### src/rtl/vga_timing_pkg.sv
// vga_timing_pkg: default 640x480@74Hz raster constants, phase type and phase decode helper
package vga_timing_pkg;
  localparam int DEF_H_ACTIVE = 640;
  localparam int DEF_H_FP = 16;
  localparam int DEF_H_SYNC = 64;
  localparam int DEF_H_BP = 120;
  localparam int DEF_H_TOTAL = DEF_H_ACTIVE + DEF_H_FP + DEF_H_SYNC + DEF_H_BP;
  localparam int DEF_V_ACTIVE = 480;
  localparam int DEF_V_FP = 1;
  localparam int DEF_V_SYNC = 3;
  localparam int DEF_V_BP = 16;
  localparam int DEF_V_TOTAL = DEF_V_ACTIVE + DEF_V_FP + DEF_V_SYNC + DEF_V_BP;
  localparam int DEF_CW = 11;
  typedef enum logic [1:0] {PH_ACTIVE, PH_FRONT, PH_SYNC, PH_BACK} phase_e;
  function automatic phase_e axis_phase(input int c, input int active, input int fp, input int sync);
    return c < active ? PH_ACTIVE : c < active + fp ? PH_FRONT : c < active + fp + sync ? PH_SYNC : PH_BACK;
  endfunction
endpackage

### src/rtl/vga_timing_gen_axis.sv
// vga_axis_counter: one raster axis; wrapping counter with sync-phase decode
module vga_axis_counter
  import vga_timing_pkg::*;
#(
  parameter int TOTAL = DEF_H_TOTAL,
  parameter int ACTIVE = DEF_H_ACTIVE,
  parameter int FP = DEF_H_FP,
  parameter int SYNC = DEF_H_SYNC,
  parameter int CW = DEF_CW
) (
  input  logic          clk,
  input  logic          rst_n,
  input  logic          en,
  output logic [CW-1:0] cnt,
  output logic [CW-1:0] nxt,
  output logic          sync_on
);
  logic [CW-1:0] cnt_q, cnt_d;
  phase_e phase;
  // advance when enabled, wrapping TOTAL-1 back to 0
  always_comb begin
    cnt_d = (en && cnt_q == CW'(TOTAL - 1)) ? '0 : cnt_q + CW'(en);
    phase = axis_phase(int'(cnt_q), ACTIVE, FP, SYNC);
  end
  // count register; reset parks on the last position so the first edge lands on 0
  always_ff @(posedge clk or negedge rst_n)
    if (!rst_n) cnt_q <= CW'(TOTAL - 1);
    else cnt_q <= cnt_d;
  assign cnt = cnt_q;
  assign nxt = cnt_d;
  assign sync_on = phase == PH_SYNC;
endmodule

### src/rtl/vga_timing_gen.sv
// vga_timing_gen: raster request generator with latency-matched sync/de/rgb output stage
module vga_timing_gen
  import vga_timing_pkg::*;
#(
  parameter int   H_ACTIVE = DEF_H_ACTIVE,
  parameter int   H_FP = DEF_H_FP,
  parameter int   H_SYNC = DEF_H_SYNC,
  parameter int   H_BP = DEF_H_BP,
  parameter int   V_ACTIVE = DEF_V_ACTIVE,
  parameter int   V_FP = DEF_V_FP,
  parameter int   V_SYNC = DEF_V_SYNC,
  parameter int   V_BP = DEF_V_BP,
  parameter logic SYNC_POL = 1'b0,
  parameter int   PIX_LAT = 2,
  parameter int   RGB_W = 4,
  parameter int   CW = DEF_CW
) (
  input  logic             clki,
  input  logic             resetn,
  output logic [CW-1:0]    req_x,
  output logic [CW-1:0]    req_y,
  output logic             req_valid,
  output logic             frame_start,
  output logic             line_start,
  input  logic [3*RGB_W-1:0] rgb_in,
  output logic             vga_hs,
  output logic             vga_vs,
  output logic             vga_de,
  output logic [3*RGB_W-1:0] vga_rgb
);
  localparam int H_TOTAL = H_ACTIVE + H_FP + H_SYNC + H_BP;
  localparam int V_TOTAL = V_ACTIVE + V_FP + V_SYNC + V_BP;
  logic [CW-1:0] h_nxt, v_nxt;
  logic h_sync_on, v_sync_on, h_wrap;
  logic req_valid_q, req_valid_d, frame_start_q, frame_start_d, line_start_q, line_start_d;
  logic [PIX_LAT-1:0] hs_q, hs_d, vs_q, vs_d, de_q, de_d;
  logic vga_hs_q, vga_hs_d, vga_vs_q, vga_vs_d, vga_de_q, vga_de_d;
  logic [3*RGB_W-1:0] vga_rgb_q, vga_rgb_d;
  assign h_wrap = req_x == CW'(H_TOTAL - 1);
  vga_axis_counter #(.TOTAL(H_TOTAL), .ACTIVE(H_ACTIVE), .FP(H_FP), .SYNC(H_SYNC), .CW(CW)) u_h (
    .clk(clki), .rst_n(resetn), .en(1'b1), .cnt(req_x), .nxt(h_nxt), .sync_on(h_sync_on)
  );
  vga_axis_counter #(.TOTAL(V_TOTAL), .ACTIVE(V_ACTIVE), .FP(V_FP), .SYNC(V_SYNC), .CW(CW)) u_v (
    .clk(clki), .rst_n(resetn), .en(h_wrap), .cnt(req_y), .nxt(v_nxt), .sync_on(v_sync_on)
  );
  // request flags follow the next counts so they line up with the counters; syncs and
  // valid of the current request enter the delay line that absorbs renderer latency
  always_comb begin
    req_valid_d = h_nxt < CW'(H_ACTIVE) && v_nxt < CW'(V_ACTIVE);
    frame_start_d = h_nxt == '0 && v_nxt == '0;
    line_start_d = h_nxt == '0;
    hs_d[0] = h_sync_on ? SYNC_POL : ~SYNC_POL;
    vs_d[0] = v_sync_on ? SYNC_POL : ~SYNC_POL;
    de_d[0] = req_valid_q;
    for (int i = 1; i < PIX_LAT; i++) begin
      hs_d[i] = hs_q[i-1];
      vs_d[i] = vs_q[i-1];
      de_d[i] = de_q[i-1];
    end
    vga_hs_d = hs_q[PIX_LAT-1];
    vga_vs_d = vs_q[PIX_LAT-1];
    vga_de_d = de_q[PIX_LAT-1];
    vga_rgb_d = de_q[PIX_LAT-1] ? rgb_in : '0;
  end
  // request flags, delay line and pin registers; reset returns everything to idle
  always_ff @(posedge clki or negedge resetn)
    if (!resetn) begin
      req_valid_q <= 1'b0;
      frame_start_q <= 1'b0;
      line_start_q <= 1'b0;
      hs_q <= {PIX_LAT{~SYNC_POL}};
      vs_q <= {PIX_LAT{~SYNC_POL}};
      de_q <= '0;
      vga_hs_q <= ~SYNC_POL;
      vga_vs_q <= ~SYNC_POL;
      vga_de_q <= 1'b0;
      vga_rgb_q <= '0;
    end else begin
      req_valid_q <= req_valid_d;
      frame_start_q <= frame_start_d;
      line_start_q <= line_start_d;
      hs_q <= hs_d;
      vs_q <= vs_d;
      de_q <= de_d;
      vga_hs_q <= vga_hs_d;
      vga_vs_q <= vga_vs_d;
      vga_de_q <= vga_de_d;
      vga_rgb_q <= vga_rgb_d;
    end
  assign req_valid = req_valid_q;
  assign frame_start = frame_start_q;
  assign line_start = line_start_q;
  assign vga_hs = vga_hs_q;
  assign vga_vs = vga_vs_q;
  assign vga_de = vga_de_q;
  assign vga_rgb = vga_rgb_q;
endmodule

### config.mk
export PLATFORM = sky130hd
export DESIGN_NAME = vga_timing_gen
export DESIGN_NICKNAME = d
export VERILOG_FILES = /design/src/rtl/vga_timing_pkg.sv /design/src/rtl/vga_timing_gen_axis.sv /design/src/rtl/vga_timing_gen.sv
export SDC_FILE = /design/constraint.sdc
export NUM_CORES = 1
export LEC_CHECK = 0
export BUFFER_PORTS_ARGS = -buffer_cell sky130_fd_sc_hd__buf_2
export CAP_MARGIN = 20
export CORE_MARGIN = 10
export CORE_UTILIZATION = 30
export CTS_BUF_LIST = sky130_fd_sc_hd__clkbuf_8
export CTS_CLUSTER_DIAMETER = 100
export CTS_CLUSTER_SIZE = 40
export DETAILED_ROUTE_END_ITERATION = 6
export PLACE_DENSITY_LB_ADDON = 0.25
export SLEW_MARGIN = 40
export SYNTH_ARGS = -nofsm -noshare
export SYNTH_HDL_FRONTEND = slang
export SYNTH_SLANG_ARGS = --single-unit
### constraint.sdc
create_clock -name clki -period 4.7 [get_ports clki]
set_clock_uncertainty 0.1 [all_clocks]
set_input_delay 0.235 -clock clki [delete_from_list [all_inputs] [get_ports clki]]
set_output_delay 0.235 -clock clki [all_outputs]
set_load 0.05 [all_outputs]
Yosys cells after proc, flatten, opt, wreduce, memory -nomap -nowiden
Cells that the tools add are included.

operators by class
  $add $sub $neg = 2
  magnitude comparators = 8
  equal/unequal tests = 4
  mux-type cells = 11
  reduce and logical (&&, ||, !) cells = 5

operators by type and width
  operator               count
  $lt 11x10->1 const B   4
  $lt 11x9->1 const B    4
  $logic_not 11->1       2
  $mux 11                2
  $mux 12                1
  $add 11x1->11          1
  $add 11x1->11 const B  1
  $eq 11x10->1 const B   1
  $eq 11x9->1 const B    1
  $mux 2                 4
  $eq 2x2->1 const B     2
  $mux 1                 4
  $logic_and 1x1->1      3

word-level totals
  register bits = 46
  bits of input ports = 14
  output and inout port bits = 40
  logic and storage cells = 42

Depth between registers and ports, before layout
  word-level depth = 6
  gate-level depth with buffers = 11

Hierarchy
Synthesis repeated with hierarchy kept, for this count alone.

unflattened totals
  cell total of the unflattened synthesis = 165
  area, all modules = 1949.4 sq um

by module, submodules not included
  module                   instances  cells each  area an instance (sq um)
  vga_timing_gen           1          57          797.0
  vga_axis_counter at u_h  1          53          585.6
  vga_axis_counter at u_v  1          55          566.8

Worst setup path before layout
OpenSTA, ideal clock, no wires.

  kind = flip-flop to flip-flop
  start point = reg u_h.cnt_q[3], in the netlist u_h.cnt[3]
  end point = reg frame_start_q, in the netlist frame_start
  library setup time = 0.111 ns
  arrival = 3.050 ns
  required time = 4.489 ns
  slack = 1.439 ns
  stages on the path, launching flop included = 11
  buffers on the path = 1
  cell sequence = dfrtp_1 -> buf_6 -> or4_4 -> nor4_4 -> ha_1 -> ha_1 -> and4_1 -> nand2_1 -> xnor2_1 -> nand3_1 -> a2111oi_2

on the way
  longest elaborated chain between the ends = 5
  elaborated cells on any way between the ends = 9

RTL lines
  item                                                       line                                             source
  start: declaration                                         vga_timing_gen_axis.sv:18                        logic [CW-1:0] cnt_q, cnt_d;
  start signal: assignment                                   vga_timing_gen_axis.sv:27                        if (!rst_n) cnt_q <= CW'(TOTAL - 1);
  start signal: assignment                                   vga_timing_gen_axis.sv:28                        else cnt_q <= cnt_d;
  $eq 11x10->1                                               vga_timing_gen_axis.sv:22, vga_timing_gen.sv:39
  $add 11x1->11 / $logic_and 1x1->1 (equally long branches)  vga_timing_gen_axis.sv:22                        cnt_d = (en && cnt_q == CW'(TOTAL - 1)) ? '0 : cnt_q + CW'(en);
  $mux 11                                                    vga_timing_gen_axis.sv:22
  $logic_not 11->1                                           vga_timing_gen.sv:50                             frame_start_d = h_nxt == '0 && v_nxt == '0;
  $logic_and 1x1->1 *                                        vga_timing_gen.sv:50
  net frame_start_d                                          vga_timing_gen.sv:35                             logic req_valid_q, req_valid_d, frame_start_q, frame_start_d, line_start_q, line_start_d;
  end signal: assignment                                     vga_timing_gen.sv:80                             frame_start_q <= frame_start_d;
  end: declaration                                           vga_timing_gen.sv:35

The timed path passes the listed nets; every way through them passes the cells marked *.

Worst setup path in the final report
  start point = reg u_h.cnt_q[4], in the netlist u_h.cnt[4]
  end point = reg frame_start_q, in the netlist frame_start

The elaborated chain is that of the path after synthesis.

==> flow_summary.ini <==
[yosys]
ys.flop_type = dfrtp_1
muxShareOfSynthArea = 0.00481
syn_inst = 185
ys_seq_elements = 46
syn_area_sq_um = 2080
synth_top_family_by_area = simple AND/OR/NAND/NOR gates
yosys.area_share.simple = 0.217
synth_edf_count = 0
synth-async-reset-ratio = 1.00
synth_fa_ha_area_frac = 0.0181
synth_top_area_cell = dfrtp_1
syn_nets = 202
ys_top_cells_by_area = dfrtp_1 32%, dfstp_2 24%, xnor2_1 5.1%, xor2_1 3.8%, and2_1 3.6%
yosysTopAreaCellShare = 0.325
syn_area_per_cell_sq_um = 11.2
yosysUniqueCellTypes = 40
yosysWarnings = 0
yosysSeqAreaShare = 0.565
synth_compound_area_frac = 0.0692
yosys.area_share.xor_xnor = 0.0884

[route]
drt_iter0_markers = 147
ant_nets = 0
wl_mm = 4.69
wl_per_cell_um = 14.7
via_per_inst = 4.75
dr.pass1.iters = 4
post-route-drc-count = 0
vias = 1516

[floorplanning]
coreArea_sq_um = 6760
core.rowCount = 30
start_util = 0.308
die_y_um = 103
pin_count = 54
die_w_um = 103
die_area_sq_um = 10700

[cts]
postCtsSetupRepairBufs = 0
clkLatencyLatePin_ns = 0.29
cts_inserted_buffers = 5
cts_tree = done
clockBufferDepth = 2
post_cts_resized = 0
h-tree-depth = 2
cts_sinks = 46
cts.hold.buffers_added = 1
cts_root_buf = clkbuf_8
clk_pin_slew_ns = 0.08

[power_and_ir_drop]
power.leakage_nw = 1.16
p_comb_frac = 0.052
seqPwrFrac = 0.502
finalPower_w = 0.000801
power_per_cell_area_nw_per_um2 = 314
switchingPower_w = 0.000163
power_frac_clock = 0.446
p_sw_frac = 0.203
p_int_w = 0.000639
irDropWorstVdd_mv = 0.105

[timing]
drv_slew = 0
period_needed_ns = 3.31
worst_pin_slew_ns = 0.569
max_slew_margin = 0.620
rsz0062_at_grt = false
holdWs_ns = 0.0470
hold_viol = 0
setup_violations = 0
clock.fmax_mhz = 302
min_period_over_period = 0.704
fin_setup_tns_ns = 0

[worst_setup_path]
cp-endpoint = frame_start
startpoint_type = flop
arrival_ns = 3.39
end_kind = flop
rr_worst_depth = 9
r2r_start = u_h.cnt[4]
critPathRequiredTime_ns = 4.79
critPathLaunch = u_h.cnt[4]
reg2reg_setup_slack_ns = 1.39
cp_max_fo = 10
worstSetupPathType = reg2reg
reg2reg_to = frame_start

[hold_path]
min_path_type = in2reg
min-delay-start = rgb_in[5]

[final_layout]
area_delta_synth_final_pct = 22.7
mostFrequentLayoutCell = buf_2
drive_gt1_frac = 0.364
utilization = 0.378
layout_common_cells = 52 x buf_2, 27 x dfrtp_1, 19 x dfstp_2
nFillCells = 696
final_area_sq_um = 2550
num-nets-final = 255
antennaDiodeCount = 0

[global_route]
first_global_vias = 1479
track_usage = 0.0890
grt_first_pass_wirelength_mm = 7.38
grt_max_degree = 47
gr-total-overflow = 0
antenna_found_initial = 0

[placement]
port_buffers = 53
gp_congestion = 0.858
placedInstanceArea_sq_um = 2400
dp_hpwl_mm = 3.39

[status]
status = completed

[job]
drv_cap = 0
[metrics by stage]
step | std cells | setup WS (ns)
floorplan | 185 | 1.44
global placement | 310 | 1.48
detailed placement | 310 | 1.43
CTS | 319 | 1.39
global route | 319 | 1.15
finish | 319 | 1.39
[worst min path at each step]
stage / cells past startpoint / endpoint
after CTS: 2 / vga_rgb[9]
final: 2 / vga_rgb[5]
after detailed placement: 1 / u_h.cnt[5]
after global routing: 2 / vga_rgb[7]
after floorplan: 0 / de_q[0]
after global placement: 0 / de_q[1]
[flip-flops by register name, indices dropped and copies added (netlist names)]
name,count
line_start,1
vs_q,2
vga_rgb,12
vga_vs,1
vga_hs,1
u_h.cnt,11
req_valid,1
de_q,2
hs_q,2
vga_de,1
u_v.cnt,11
frame_start,1
[synthesized netlist by cell type, types with 2 or more instances]
cell type and number:
a2111o_1 2, a2111oi_2 2, a21oi_1 2, and2_1 12, and3_1 7, buf_6 2
clkbuf_1 5, dfrtp_1 27, dfstp_2 19, ha_1 3, inv_1 8, nand2_1 8
nand3_1 10, nand4_1 5, nor2_1 17, nor2b_1 3, nor3_1 5, nor4_1 2
o21ai_0 5, o311ai_0 2, xnor2_1 12, xor2_1 9
[cell type report]
type / count / area, sq um / area share
Clock buffer: 6 / 82.6 / 0.0324
Clock inverter: 2 / 60.1 / 0.0235
Inverter: 8 / 30.0 / 0.0118
Multi-Input combinational cell: 123 / 826 / 0.324
Sequential cell: 46 / 1170 / 0.461
Tap cell: 80 / 100 / 0.0392
Timing Repair Buffer: 54 / 278 / 0.109
[layer usage]
metal | up-vias | wire, um | global-route usage
li1 | 738 | - | -
met1 | 739 | 2160 | 0.111
met2 | 37 | 2140 | 0.136
met3 | 2 | 340 | 0.0312
met4 | 0 | 52 | 0.0406
met5 | - | 0 | 0
[power groups by stage]
| stage | combinational, W | sequential [W] | clock (W) |
|---|---|---|---|
| final | 0.0000415 | 0.000402 | 0.000358 |
| after global routing | 0.0000454 | 0.000403 | 0.000391 |
| after CTS | 0.0000430 | 0.000403 | 0.000377 |
| after detailed placement | 0.0000423 | 0.000410 | 0 |
| after global placement | 0.0000418 | 0.000410 | 0 |
| after floorplan | 0.00000348 | 0.000429 | 0 |
[cell families (layout without fill, tap and decap cells)]
kind of cell	after synthesis	count (layout)
simple gates	80	80
fa+ha+maj	3	3
compound gates	18	18
mux	1	1
xor+xnor	21	21
buf+inv	16	70
flops	46	46
[worst max-delay path, stage by stage, from the launching register on]
cell and delay, ns:
dfrtp_1 0.50, or4_4 0.58, nor4_4 0.37, ha_1 0.30
ha_1 0.29, and4_1 0.31, nand2_1 0.09, xnor2_1 0.18
nand3_1 0.11, a2111oi_2 0.37
Power figures use the tool's default switching activity.
